==> src/rtl/add16_arb_pkg.sv <==
// rtl/add16_arb_pkg.sv - shared types, constants and round-robin pick helper for add16_rr_arbiter
package add16_arb_pkg;

    localparam int NUM_REQ_DEF = 4;
    localparam int DATA_W      = 16;
    localparam int ID_W        = $clog2(NUM_REQ_DEF);
    localparam int MAX_REQ     = 8;

    typedef logic [DATA_W-1:0] data_t;
    typedef logic [ID_W-1:0]   id_t;

    typedef struct packed {
        logic       found;
        logic [2:0] idx;
    } pick_t;

    // Walk offsets from the far end so the nearest valid requester after ptr is written last and wins.
    function automatic pick_t rr_pick(input logic [MAX_REQ-1:0] valid,
                                      input logic [2:0]         ptr,
                                      input int                 n);
        pick_t p;
        int    j;
        p = '0;
        for (int off = MAX_REQ - 1; off >= 0; off--) begin
            if (off < n) begin
                j = int'(ptr) + off;
                if (j >= n) begin
                    j = j - n;
                end
                if (valid[j]) begin
                    p.found = 1'b1;
                    p.idx   = 3'(j);
                end
            end
        end
        return p;
    endfunction

endpackage

==> src/rtl/add16_core.sv <==
// rtl/add16_core.sv - combinational adder producing sum and unsigned carry out
module add16_core #(
    parameter int DATA_W = 16
) (
    input  logic [DATA_W-1:0] a,
    input  logic [DATA_W-1:0] b,
    output logic [DATA_W-1:0] sum,
    output logic              carry
);

    assign {carry, sum} = {1'b0, a} + {1'b0, b};

endmodule

==> src/rtl/add16_rr_arbiter.sv <==
// rtl/add16_rr_arbiter.sv - round-robin shared 16-bit adder; ADD16_ARB_OVF_EN adds rsp_carry/rsp_ovf
module add16_rr_arbiter #(
    parameter int NUM_REQ = 4,
    parameter int DATA_W  = 16,
    parameter int ID_W    = $clog2(NUM_REQ)
) (
    input  logic                      clk,
    input  logic                      rst,
    input  logic [NUM_REQ-1:0]        req_valid,
    output logic [NUM_REQ-1:0]        req_ready,
    input  logic [NUM_REQ*DATA_W-1:0] req_a,
    input  logic [NUM_REQ*DATA_W-1:0] req_b,
    output logic                      rsp_valid,
    input  logic                      rsp_ready,
    output logic [ID_W-1:0]           rsp_id,
    output logic [DATA_W-1:0]         rsp_sum
`ifdef ADD16_ARB_OVF_EN
    ,
    output logic                      rsp_carry,
    output logic                      rsp_ovf
`endif
);
    import add16_arb_pkg::*;

    typedef enum logic {EMPTY, FULL} state_t;

    state_t            state;
    logic [ID_W-1:0]   rr_ptr;
    pick_t             pick;
    logic              can_load;
    logic              xfer;
    logic [DATA_W-1:0] a_sel;
    logic [DATA_W-1:0] b_sel;
    logic [DATA_W-1:0] sum_sel;
    logic              carry_sel;
    logic [2:0]        ptr_next;

    assign can_load  = (state == EMPTY) | rsp_ready;
    assign pick      = rr_pick(MAX_REQ'(req_valid), 3'(rr_ptr), NUM_REQ);
    assign xfer      = pick.found & can_load & ~rst;
    assign rsp_valid = (state == FULL);
    assign ptr_next  = (pick.idx == 3'(NUM_REQ - 1)) ? 3'd0 : pick.idx + 3'd1;

    always_comb begin
        req_ready = '0;
        a_sel     = '0;
        b_sel     = '0;
        for (int i = 0; i < NUM_REQ; i++) begin
            if (pick.idx == 3'(i)) begin
                req_ready[i] = xfer;
                a_sel        = req_a[i*DATA_W +: DATA_W];
                b_sel        = req_b[i*DATA_W +: DATA_W];
            end
        end
    end

    add16_core #(.DATA_W(DATA_W)) u_core (
        .a     (a_sel),
        .b     (b_sel),
        .sum   (sum_sel),
        .carry (carry_sel)
    );

    always_ff @(posedge clk) begin
        if (rst) begin
            state   <= EMPTY;
            rr_ptr  <= '0;
            rsp_id  <= '0;
            rsp_sum <= '0;
        end else if (xfer) begin
            state   <= FULL;
            rr_ptr  <= ID_W'(ptr_next);
            rsp_id  <= ID_W'(pick.idx);
            rsp_sum <= sum_sel;
        end else if (rsp_ready && state == FULL) begin
            state <= EMPTY;
        end
    end

`ifdef ADD16_ARB_OVF_EN
    always_ff @(posedge clk) begin
        if (rst) begin
            rsp_carry <= 1'b0;
            rsp_ovf   <= 1'b0;
        end else if (xfer) begin
            rsp_carry <= carry_sel;
            rsp_ovf   <= (a_sel[DATA_W-1] == b_sel[DATA_W-1]) && (sum_sel[DATA_W-1] != a_sel[DATA_W-1]);
        end
    end
`else
    logic carry_unused;
    assign carry_unused = carry_sel;
`endif

endmodule

==> config.mk <==
export PLATFORM = sky130hd
export DESIGN_NAME = add16_rr_arbiter
export DESIGN_NICKNAME = d
export VERILOG_FILES = /design/src/rtl/add16_arb_pkg.sv /design/src/rtl/add16_core.sv /design/src/rtl/add16_rr_arbiter.sv
export SDC_FILE = /design/constraint.sdc
export NUM_CORES = 1
export LEC_CHECK = 0
export BUFFER_PORTS_ARGS = -buffer_cell sky130_fd_sc_hd__clkbuf_2
export CAP_MARGIN = 20
export CORE_ASPECT_RATIO = 0.7
export CORE_MARGIN = 3
export CORE_UTILIZATION = 45
export DETAILED_ROUTE_END_ITERATION = 12
export PLACE_DENSITY_LB_ADDON = 0.15
export SKIP_LAST_GASP = 1
export SYNTH_ARGS = -nofsm -noshare
export SYNTH_HDL_FRONTEND = slang
export SYNTH_HIERARCHICAL = 1
export SYNTH_SLANG_ARGS = --single-unit
==> constraint.sdc <==
create_clock -name clk -period 7 [get_ports clk]
set_input_delay 0 -clock clk [delete_from_list [all_inputs] [get_ports clk]]
set_output_delay 0 -clock clk [all_outputs]
set_load 0.02 [all_outputs]
==> impl_metrics.toml, run 1 <==
[worst_setup_path]
crit_top_cell = "ha_1"
r2r-end = "rsp_sum[15]"
crit_cells = 18
crit_chain = "inv_1, ha_1, mux4_2, nor2b_1, o31ai_1, inv_1, ha_1, buf_4, or3_2, o22ai_2, ha_1, a21oi_1, o21ai_0, a2111oi_0, o22ai_1, xor2_1, nand3_1, a21oi_1"
rr_worst_depth = 18
regToRegSetupSlack_ns = 0.70
critPathMaxStageDelay_ns = 0.89
critPathTopFamily = "compound AO/OA/AOI/OAI gates"
crit_end = "rsp_sum[15]"
slowest_stage = "or3_2"
r2r-start = "rr_ptr[0]"
crit_type = "reg2reg"
crit_fanout = 36
start_kind = "flop"
required_ns = 7.19
worstSetupEndpointType = "flop"
path_buf_inv = 3
crit_path_start = "rr_ptr[0]"
arrival_ns = 6.49

[timing]
slew_violations = 0
setup-tns-final_ns = 0
fin_ws_ns = 0.700
clock_skew_ns = 0.00285
fin_crit_ns = 6.30
hold_viol = 0
fin_crit_sh_pct = 90.0
max_slew_margin_pct = 42.2
finalSetupViolations = 0
worst_pin_slew_ns = 0.866
fmax_mhz = 159
rsz0062_at_grt = "false"

[layout]
regArea_sq_um = 420
area_delta_synth_final_pct = 25.5
layout_common_cells = "clkbuf_2 (157), a21oi_1 (36), nand2b_1 (36)"
mostFrequentLayoutCell = "clkbuf_2"
multi_input_area_sq_um = 2650
fillers = 666
num-nets-final = 686
drive_gt1_share_pct = 39.1
num_antenna_cells = 0

[floorplanning]
pin_count = 158
start_util_pct = 47.3
rows = 25
fp.dieW_um = 108
coreArea_sq_um = 6880
dieArea_sq_um = 8300
fp.dieH_um = 77.1

[placement]
gp_congestion = 0.889
dp_hpwl_um = 8510
io_buffers = 157
dp_worst_setup_slack_ns = 0.750

[synthesis]
syn_avg_cell_area_sq_um = 8.30
synthCells = 392
ys_warn_count = 6
synthesis.area_sq_um = 3250
syn-num-nets = 553

[global_route]
grt_pass1_wl_um = 17400
grt_max_degree = 39
first_global_vias = 3499
grt_usage_pct = 25.0
overflow = 0
antenna_found_initial = 0

[power_and_ir_drop]
finalPower_mw = 2.66
power_density_nw_per_um2 = 651
p_leak_nw = 1.81
irDropWorstVdd_v = 0.000352

[clock_network]
cts_tree = "done"
clk_pin_slew_ns = 0.07
clk_latency_ns = 0.26
clock_sinks = 21
ctsHoldBuffers = 0
clock-root-buffer = "clkbuf_8"
cts_resized = 0
clk_path_buf_depth = 2
postCtsSetupBuffers = 0
htree_levels = 1
numCtsBuffers = 3

[routing]
finalWirelength_um = 10700
drc_errors = 0
vias = 3658
first_pass_iters = 4
viasPerCell = 5.92
drt_iter0_drc = 254
ant_nets = 0
wl_per_cell_um = 17.2

[worst_hold_path]
min_path_type = "in2reg"

[run_status]
status = "finished, final reports clean"

[flow_run]
cap_violations = 0
worst min-delay path: stages:
cell and delay [ns]:
clkbuf_2 0.08, nor2b_1 0.07, o21ai_0 0.16, a21oi_1 0.06
registers in the layout, summed over array words and instances, names as in the netlist:
name       flops
rsp_sum       16
rr_ptr         2
rsp_id         2
rsp_valid      1
metal layers:
| metal | up-vias | global-route usage (%) | share of wire, % |
|---|---|---|---|
| met5 | - | 0 | 0 |
| met4 | 0 | 2.14 | 0.21 |
| met3 | 5 | 3.45 | 5.7 |
| met2 | 114 | 41.7 | 48 |
| met1 | 1745 | 35.6 | 47 |
| li1 | 1794 | - | - |
report_power, final:
group | total [mW] | internal [mW] | switching, mW
clock network | 0.0790 | 0.0405 | 0.0385
logic | 2.38 | 0.979 | 1.40
registers | 0.199 | 0.168 | 0.0309
total | 2.66 | 1.19 | 1.47
area by class of cell:
cell class / instances / share of cell area [%]
well taps: 94 / 2.88
clock buffers: 4 / 1.10
flip-flops and latches: 21 / 10.3
multi-input cells: 331 / 64.9
inverters: 5 / 0.460
repair buffers: 163 / 20.3
worst min-delay path by stage:
stage            startpoint     endpoint  slack (ns)  cells after the start
2_1_floorplan  req_valid[1]    rr_ptr[0]        0.31                      3
3_3_place_gp     rsp_sum[2]   rsp_sum[2]        0.43                      1
3_5_place_dp     rsp_sum[5]   rsp_sum[5]        0.43                      1
4_1_cts                 rst  rsp_sum[15]        0.26                      2
5_1_grt           rsp_ready   rsp_sum[3]        0.20                      4
6_report          rsp_ready   rsp_sum[2]        0.16                      4
metrics by stage:
stage / utilization, % / hold slack (ns) / cell area (sq um) / std cells
after floorplan: - / 0.309 / 3250 / 392
after global placement: 58.6 / 0.429 / 4030 / 613
after detailed placement: 58.6 / 0.433 / 4030 / 613
after CTS: 59.2 / 0.259 / 4080 / 617
after global routing: 59.3 / 0.198 / 4080 / 618
final: 59.3 / 0.158 / 4080 / 618
Note: power is estimated with default switching activity, not from simulation.
==> inputs of run 2 (changes only) <==
--- a/config.mk
+++ b/config.mk
@@ -9,7 +9,7 @@
 export CAP_MARGIN = 20
 export CORE_ASPECT_RATIO = 0.7
 export CORE_MARGIN = 3
-export CORE_UTILIZATION = 45
+export CORE_UTILIZATION = 48
 export DETAILED_ROUTE_END_ITERATION = 12
 export PLACE_DENSITY_LB_ADDON = 0.15
 export SKIP_LAST_GASP = 1
==> run 2 against run 1 <==
  * Maximum frequency down 1.7%
  * Clock power about the same
  * Clock-buffer cell count down 1
  * Sequential share of layout area about the same
==> impl_metrics.toml, run 2 (synthesis results as in run 1) <==
[run_status]
status = "finished, final reports clean"

[clock_network]
htree_levels = 1
clock-root-buffer = "clkbuf_8"
clk_latency_ns = 0.26
cts_tree = "done"
clk_path_buf_depth = 2
clk_pin_slew_ns = 0.08
postCtsSetupBuffers = 0
clock_sinks = 21
ctsHoldBuffers = 0
numCtsBuffers = 3
cts_resized = 0

[floorplanning]
dieArea_sq_um = 7810
coreArea_sq_um = 6400
rows = 24
fp.dieH_um = 74.9
pin_count = 158
fp.dieW_um = 104
start_util_pct = 50.8

[layout]
final_core_util_pct = 63.9
reg.largest.list = "rsp_sum: 16 flops, rr_ptr: 2 flops, rsp_id: 2 flops"
num-nets-final = 687
multi_input_area_sq_um = 2650
drive_gt1_share_pct = 39.2
regMostFlops = "rsp_sum"
fillers = 588
num_antenna_cells = 0
regArea_sq_um = 420
mostFrequentLayoutCell = "clkbuf_2"
stdcell_area_sq_um = 4090
largest_register_ffs = 16
area_delta_synth_final_pct = 25.7
layout_common_cells = "clkbuf_2 (157), a21oi_1 (36), nand2b_1 (36)"

[timing]
rsz0062_at_grt = "false"
fin_crit_ns = 6.41
setup-tns-final_ns = 0
finalSetupViolations = 0
fin_crit_sh_pct = 91.6
worst_pin_slew_ns = 1.12
hold_viol = 0
fin_ws_ns = 0.591
clock_skew_ns = 0.00880
slew_violations = 0
fmax_mhz = 156
max_slew_margin_pct = 25.1

[global_route]
antenna_found_initial = 0
grt_max_degree = 39
overflow = 0
grt_pass1_wl_um = 16800
grt_usage_pct = 25.9
first_global_vias = 3496

[power_and_ir_drop]
p_comb_share_pct = 89.6
irDropWorstVdd_v = 0.000387
p_int_mw = 1.20
p_leak_nw = 1.82
seqPwrFrac_pct = 7.4
swShare_pct = 55.2
pwr-share-clk_pct = 3.0
p_sw_mw = 1.47
power_density_nw_per_um2 = 654

[worst_hold_path]
holdPathEnd = "rsp_sum[8]"
holdCritStartpoint = "rst"
whs_path_depth = 2
min_path_type = "in2reg"

[worst_setup_path]
critPathMaxStageDelay_ns = 0.91
crit_top_cell = "ha_1"
start_kind = "flop"
r2r-start = "rr_ptr[0]"
crit_chain = "inv_1, ha_1, mux4_2, nor2b_1, o31ai_1, inv_1, ha_1, nor3b_2, buf_4, a32oi_1, o22ai_2, ha_1, a21oi_1, o21ai_0, a2111oi_0, o22ai_1, xor2_1, nand3_1, a21oi_1"
regToRegSetupSlack_ns = 0.59
worstSetupEndpointType = "flop"
arrival_ns = 6.59
slowest_stage = "nor3b_2"
r2r-end = "rsp_sum[15]"
required_ns = 7.18
crit_fanout = 18
crit_type = "reg2reg"
rr_worst_depth = 19

[placement]
io_buffers = 157
dp_worst_setup_slack_ns = 0.743
dp_hpwl_um = 8560
gp_congestion = 0.868
dpl-instance-area_sq_um = 4040

[routing]
vias = 3733
first_pass_iters = 6
wl_per_cell_um = 17.2
finalWirelength_um = 10600
drc_errors = 0
ant_nets = 0
drt_iter0_drc = 206
viasPerCell = 6.06

[flow_run]
cap_violations = 0
==> run 2: cell count changes in the layout (fill, tap and decap cells not counted), sizes merged <==
cell / delta
buf: +1
clkbuf: -1
clkinv: +1
==> run 2: metrics by stage <==
step / hold WS, ns / power (mW) / std cells
finish: 0.289 / 2.67 / 616
global route: 0.319 / 2.93 / 616
CTS: 0.279 / 2.66 / 616
detailed placement: 0.429 / 2.57 / 612
global placement: 0.430 / 2.56 / 612
floorplan: 0.309 / 2.07 / 392
==> run 2: how the worst max path moves through the flow <==
stage                          from          end  slack (ns)  cells after the start
after global placement    rr_ptr[0]  rsp_sum[15]        0.89                     19
final                     rr_ptr[0]  rsp_sum[15]        0.59                     19
after global routing      rr_ptr[0]  rsp_sum[15]       0.004                     19
after detailed placement  rr_ptr[0]  rsp_sum[15]        0.74                     19
after floorplan           rr_ptr[0]  rsp_sum[14]        1.48                     21
after CTS                 rr_ptr[0]  rsp_sum[15]        0.69                     19
==> run 2: metal layers <==
layer / up-vias / GRT usage [%] / routed length [um]
met5: - / 0 / 0
met4: 0 / 3.83 / 139
met3: 14 / 4.46 / 665
met2: 148 / 44.8 / 4930
met1: 1767 / 35.2 / 4860
li1: 1804 / - / -
==> run 2: worst max-delay path, delay by kind of cell (launching register included) <==
kind                     cells  cell delay (ns)
AO/OA/AOI/OAI                8             2.11
XOR/XNOR                     1             0.15
adder cells (fa/ha/maj)      3             1.04
buffers and inverters        3             0.73
flip-flops                   1             0.69
multiplexers                 1             0.40
AND/OR/NAND/NOR              3             1.18
==> run 2: area by class of cell <==
type,instances,area share [%]
Clock buffer,3,1.01
Multi-Input combinational cell,331,64.8
Clock inverter,1,0.122
Tap cell,91,2.79
Sequential cell,21,10.3
Inverter,5,0.459
Timing Repair Buffer,164,20.5
==> run 2: power by group through the flow <==
stage | combinational [mW] | clock [mW] | sequential (mW)
floorplan | 1.83 | 0 | 0.233
global placement | 2.36 | 0 | 0.200
detailed placement | 2.37 | 0 | 0.201
CTS | 2.38 | 0.0811 | 0.199
global route | 2.64 | 0.0860 | 0.206
finish | 2.39 | 0.0789 | 0.199
==> inputs of run 3 (changes only) <==
--- a/config.mk
+++ b/config.mk
@@ -9,11 +9,10 @@
 export CAP_MARGIN = 20
 export CORE_ASPECT_RATIO = 0.7
 export CORE_MARGIN = 3
-export CORE_UTILIZATION = 48
+export CORE_UTILIZATION = 45
 export DETAILED_ROUTE_END_ITERATION = 12
 export PLACE_DENSITY_LB_ADDON = 0.15
 export SKIP_LAST_GASP = 1
 export SYNTH_ARGS = -nofsm -noshare
 export SYNTH_HDL_FRONTEND = slang
-export SYNTH_HIERARCHICAL = 1
 export SYNTH_SLANG_ARGS = --single-unit
==> run 3 against run 2 <==
  * Maximum frequency up 9.6%
  * Clock skew down 0.0059 ns
  * Critical path type unchanged
  * Flip-flop and latch count unchanged
  * Synthesized cell count down 14%
  * Die area down 8.6%
  * Via count down 14%
  * Critical path depth up 2
  * Largest cell class unchanged
  * Register-to-register slack better by 0.56 ns
  * Clock-buffer cell count up 1
  * Utilization down 2.5 points
==> impl_metrics.toml, run 3 <==
[layout]
stdcell_area_sq_um = 3590
drive_gt1_share_pct = 42.8
regMostFlops = "rsp_sum"
layout_common_cells = "clkbuf_2 (157), a22oi_1 (31), o22ai_1 (31)"
reg.largest.list = "rsp_sum: 16 flops, rr_ptr: 2 flops, rsp_id: 2 flops"
mostFrequentLayoutCell = "clkbuf_2"
largest_register_ffs = 16
num-nets-final = 640
num_antenna_cells = 0
area_delta_synth_final_pct = 29.6

[synthesis]
syn-num-nets = 498
async_flop_share_pct = 0
syn_avg_cell_area_sq_um = 8.18
synth_ff_type = "dfxtp_1"
synth-seq-area-share_pct = 15.2
synthesis.area_sq_um = 2770
ys_seq_elements = 21
synth_top_area_share_pct = 15.2
synth_edf_count = 0
synthCells = 338
synth.top_cells.by_count = "a22oi_1 (31), o22ai_1 (31), a22oi_2 (30)"
synth_cell_types = 46
synth_area_leaders = "dfxtp_1 (15%), a22oi_2 (14%), ha_1 (11%)"
ys_warn_count = 0
yosys.area.top_type = "dfxtp_1"

[global_route]
grt_pass1_wl_um = 14500
first_global_vias = 2922
overflow = 0
antenna_found_initial = 0
grt_usage_pct = 24.7
grt_max_degree = 36

[run_status]
status = "finished, final reports clean"

[clock_network]
clk_path_buf_depth = 2
clk_pin_slew_ns = 0.07
htree_levels = 1
cts_tree = "done"
clk_latency_ns = 0.25
postCtsSetupBuffers = 0
clock_sinks = 21
numCtsBuffers = 3
clock-root-buffer = "clkbuf_8"

[routing]
drt_iter0_drc = 224
wl_per_cell_um = 17.0
vias = 3228
first_pass_iters = 5
ant_nets = 0
finalWirelength_um = 9440
viasPerCell = 5.83
drc_errors = 0

[timing]
rsz0062_at_grt = "false"
finalSetupViolations = 0
fin_crit_ns = 5.85
fmax_mhz = 171
fin_crit_sh_pct = 83.5
setup-tns-final_ns = 0
clock_skew_ns = 0.00287
max_slew_margin_pct = 29.6
slew_violations = 0
worst_pin_slew_ns = 1.06
hold_viol = 0

[placement]
gp_congestion = 0.881
io_buffers = 157
dp_hpwl_um = 7640
dpl-instance-area_sq_um = 3520

[floorplanning]
pin_count = 158
dieArea_sq_um = 7140
start_util_pct = 47.4
fp.dieW_um = 99.7
fp.dieH_um = 71.6
coreArea_sq_um = 5840
rows = 23

[worst_setup_path]
r2r-start = "rr_ptr[0]"
crit_fanout = 16
worstSetupEndpointType = "flop"
arrival_ns = 5.95
start_kind = "flop"
required_ns = 7.11
crit_path_start = "rr_ptr[0]"
regToRegSetupSlack_ns = 1.15
crit_type = "reg2reg"

[worst_hold_path]
holdCritStartpoint = "rsp_ready"
min_path_type = "in2reg"

[flow_run]
cap_violations = 0
run 3: cell count changes in the layout (fill, tap and decap cells not counted), sizes merged, moves of 4 or more:
| cell | change |
|---|---|
| a32oi | -32 |
| and3 | +5 |
| a22oi | +61 |
| nand2 | +8 |
| nand2b | -35 |
| mux2i | -32 |
| nor4b | -4 |
| a31oi | +5 |
| o211ai | -4 |
| inv | +4 |
| a21oi | -21 |
run 3: kinds of logic after synthesis:
group | Yosys count | synth area share [%]
buffers and inverters | 36 | 7.01
flip-flops | 21 | 15.2
AO/OA/AOI/OAI | 159 | 43.9
multiplexers | 6 | 3.53
adder cells (fa/ha/maj) | 25 | 11.6
AND/OR/NAND/NOR | 77 | 14.4
XOR/XNOR | 14 | 4.43
run 3: timing repair:
action | CTS | global route
setup endpoints to repair | 0 | 0
hold endpoints to repair | 3 | 0
hold buffers | 1 | 0
resized for setup | 0 | 0
run 3: critical path, stage by stage (launching register included):
cell      delay, ns
dfxtp_1        0.70
inv_1          0.21
ha_1           0.42
mux4_2         0.53
nand2_1        0.08
a21oi_1        0.04
o22ai_1        0.37
inv_1          0.12
ha_1           0.29
inv_1          0.09
nand2_1        0.32
buf_4          0.33
o22ai_1        0.15
a22oi_1        0.12
ha_1           0.30
fa_1           0.43
a211oi_1       0.35
o211ai_1       0.18
a21oi_1        0.27
o21a_1         0.18
xor2_1         0.15
o21ai_1        0.07
run 3: stage by stage:
step           std cells  utilization (%)  hold slack, ns  setup WS, ns
2_1_floorplan        338                -          0.0691          2.19
3_3_place_gp         548             60.3           0.246          1.55
3_5_place_dp         548             60.3           0.257          1.21
4_1_cts              553             61.3          0.0612          1.18
5_1_grt              554             61.4          0.0876         0.673
6_report             554             61.4          0.0611          1.15
run 3: worst paths after layout:
kind            endpoint  cells after the start
max reg2reg  rsp_sum[10]                     21
max          rsp_sum[10]                     21
min reg2reg   rsp_sum[0]                      2
min            rsp_valid                      4
run 3: metal layers:
| layer | global-route usage (%) | wire length, um | up-vias |
|---|---|---|---|
| met5 | 0 | 0 | - |
| met4 | 3.18 | 32 | 0 |
| met3 | 3.89 | 883 | 4 |
| met2 | 35.7 | 4050 | 149 |
| met1 | 39.1 | 4480 | 1471 |
| li1 | - | - | 1604 |
run 3: final cells by class:
cell class	count	area [sq um]
well taps	75	93.8
clock buffers	4	45.0
flip-flops and latches	21	420
repair buffers	163	833
inverters	10	37.5
multi-input cells	281	2160
fillers	544	2260
Power of run 3 is left out: the tool's default activity adds up to more than one toggle a clock period on the data nets, which glitch-free logic cannot reach.
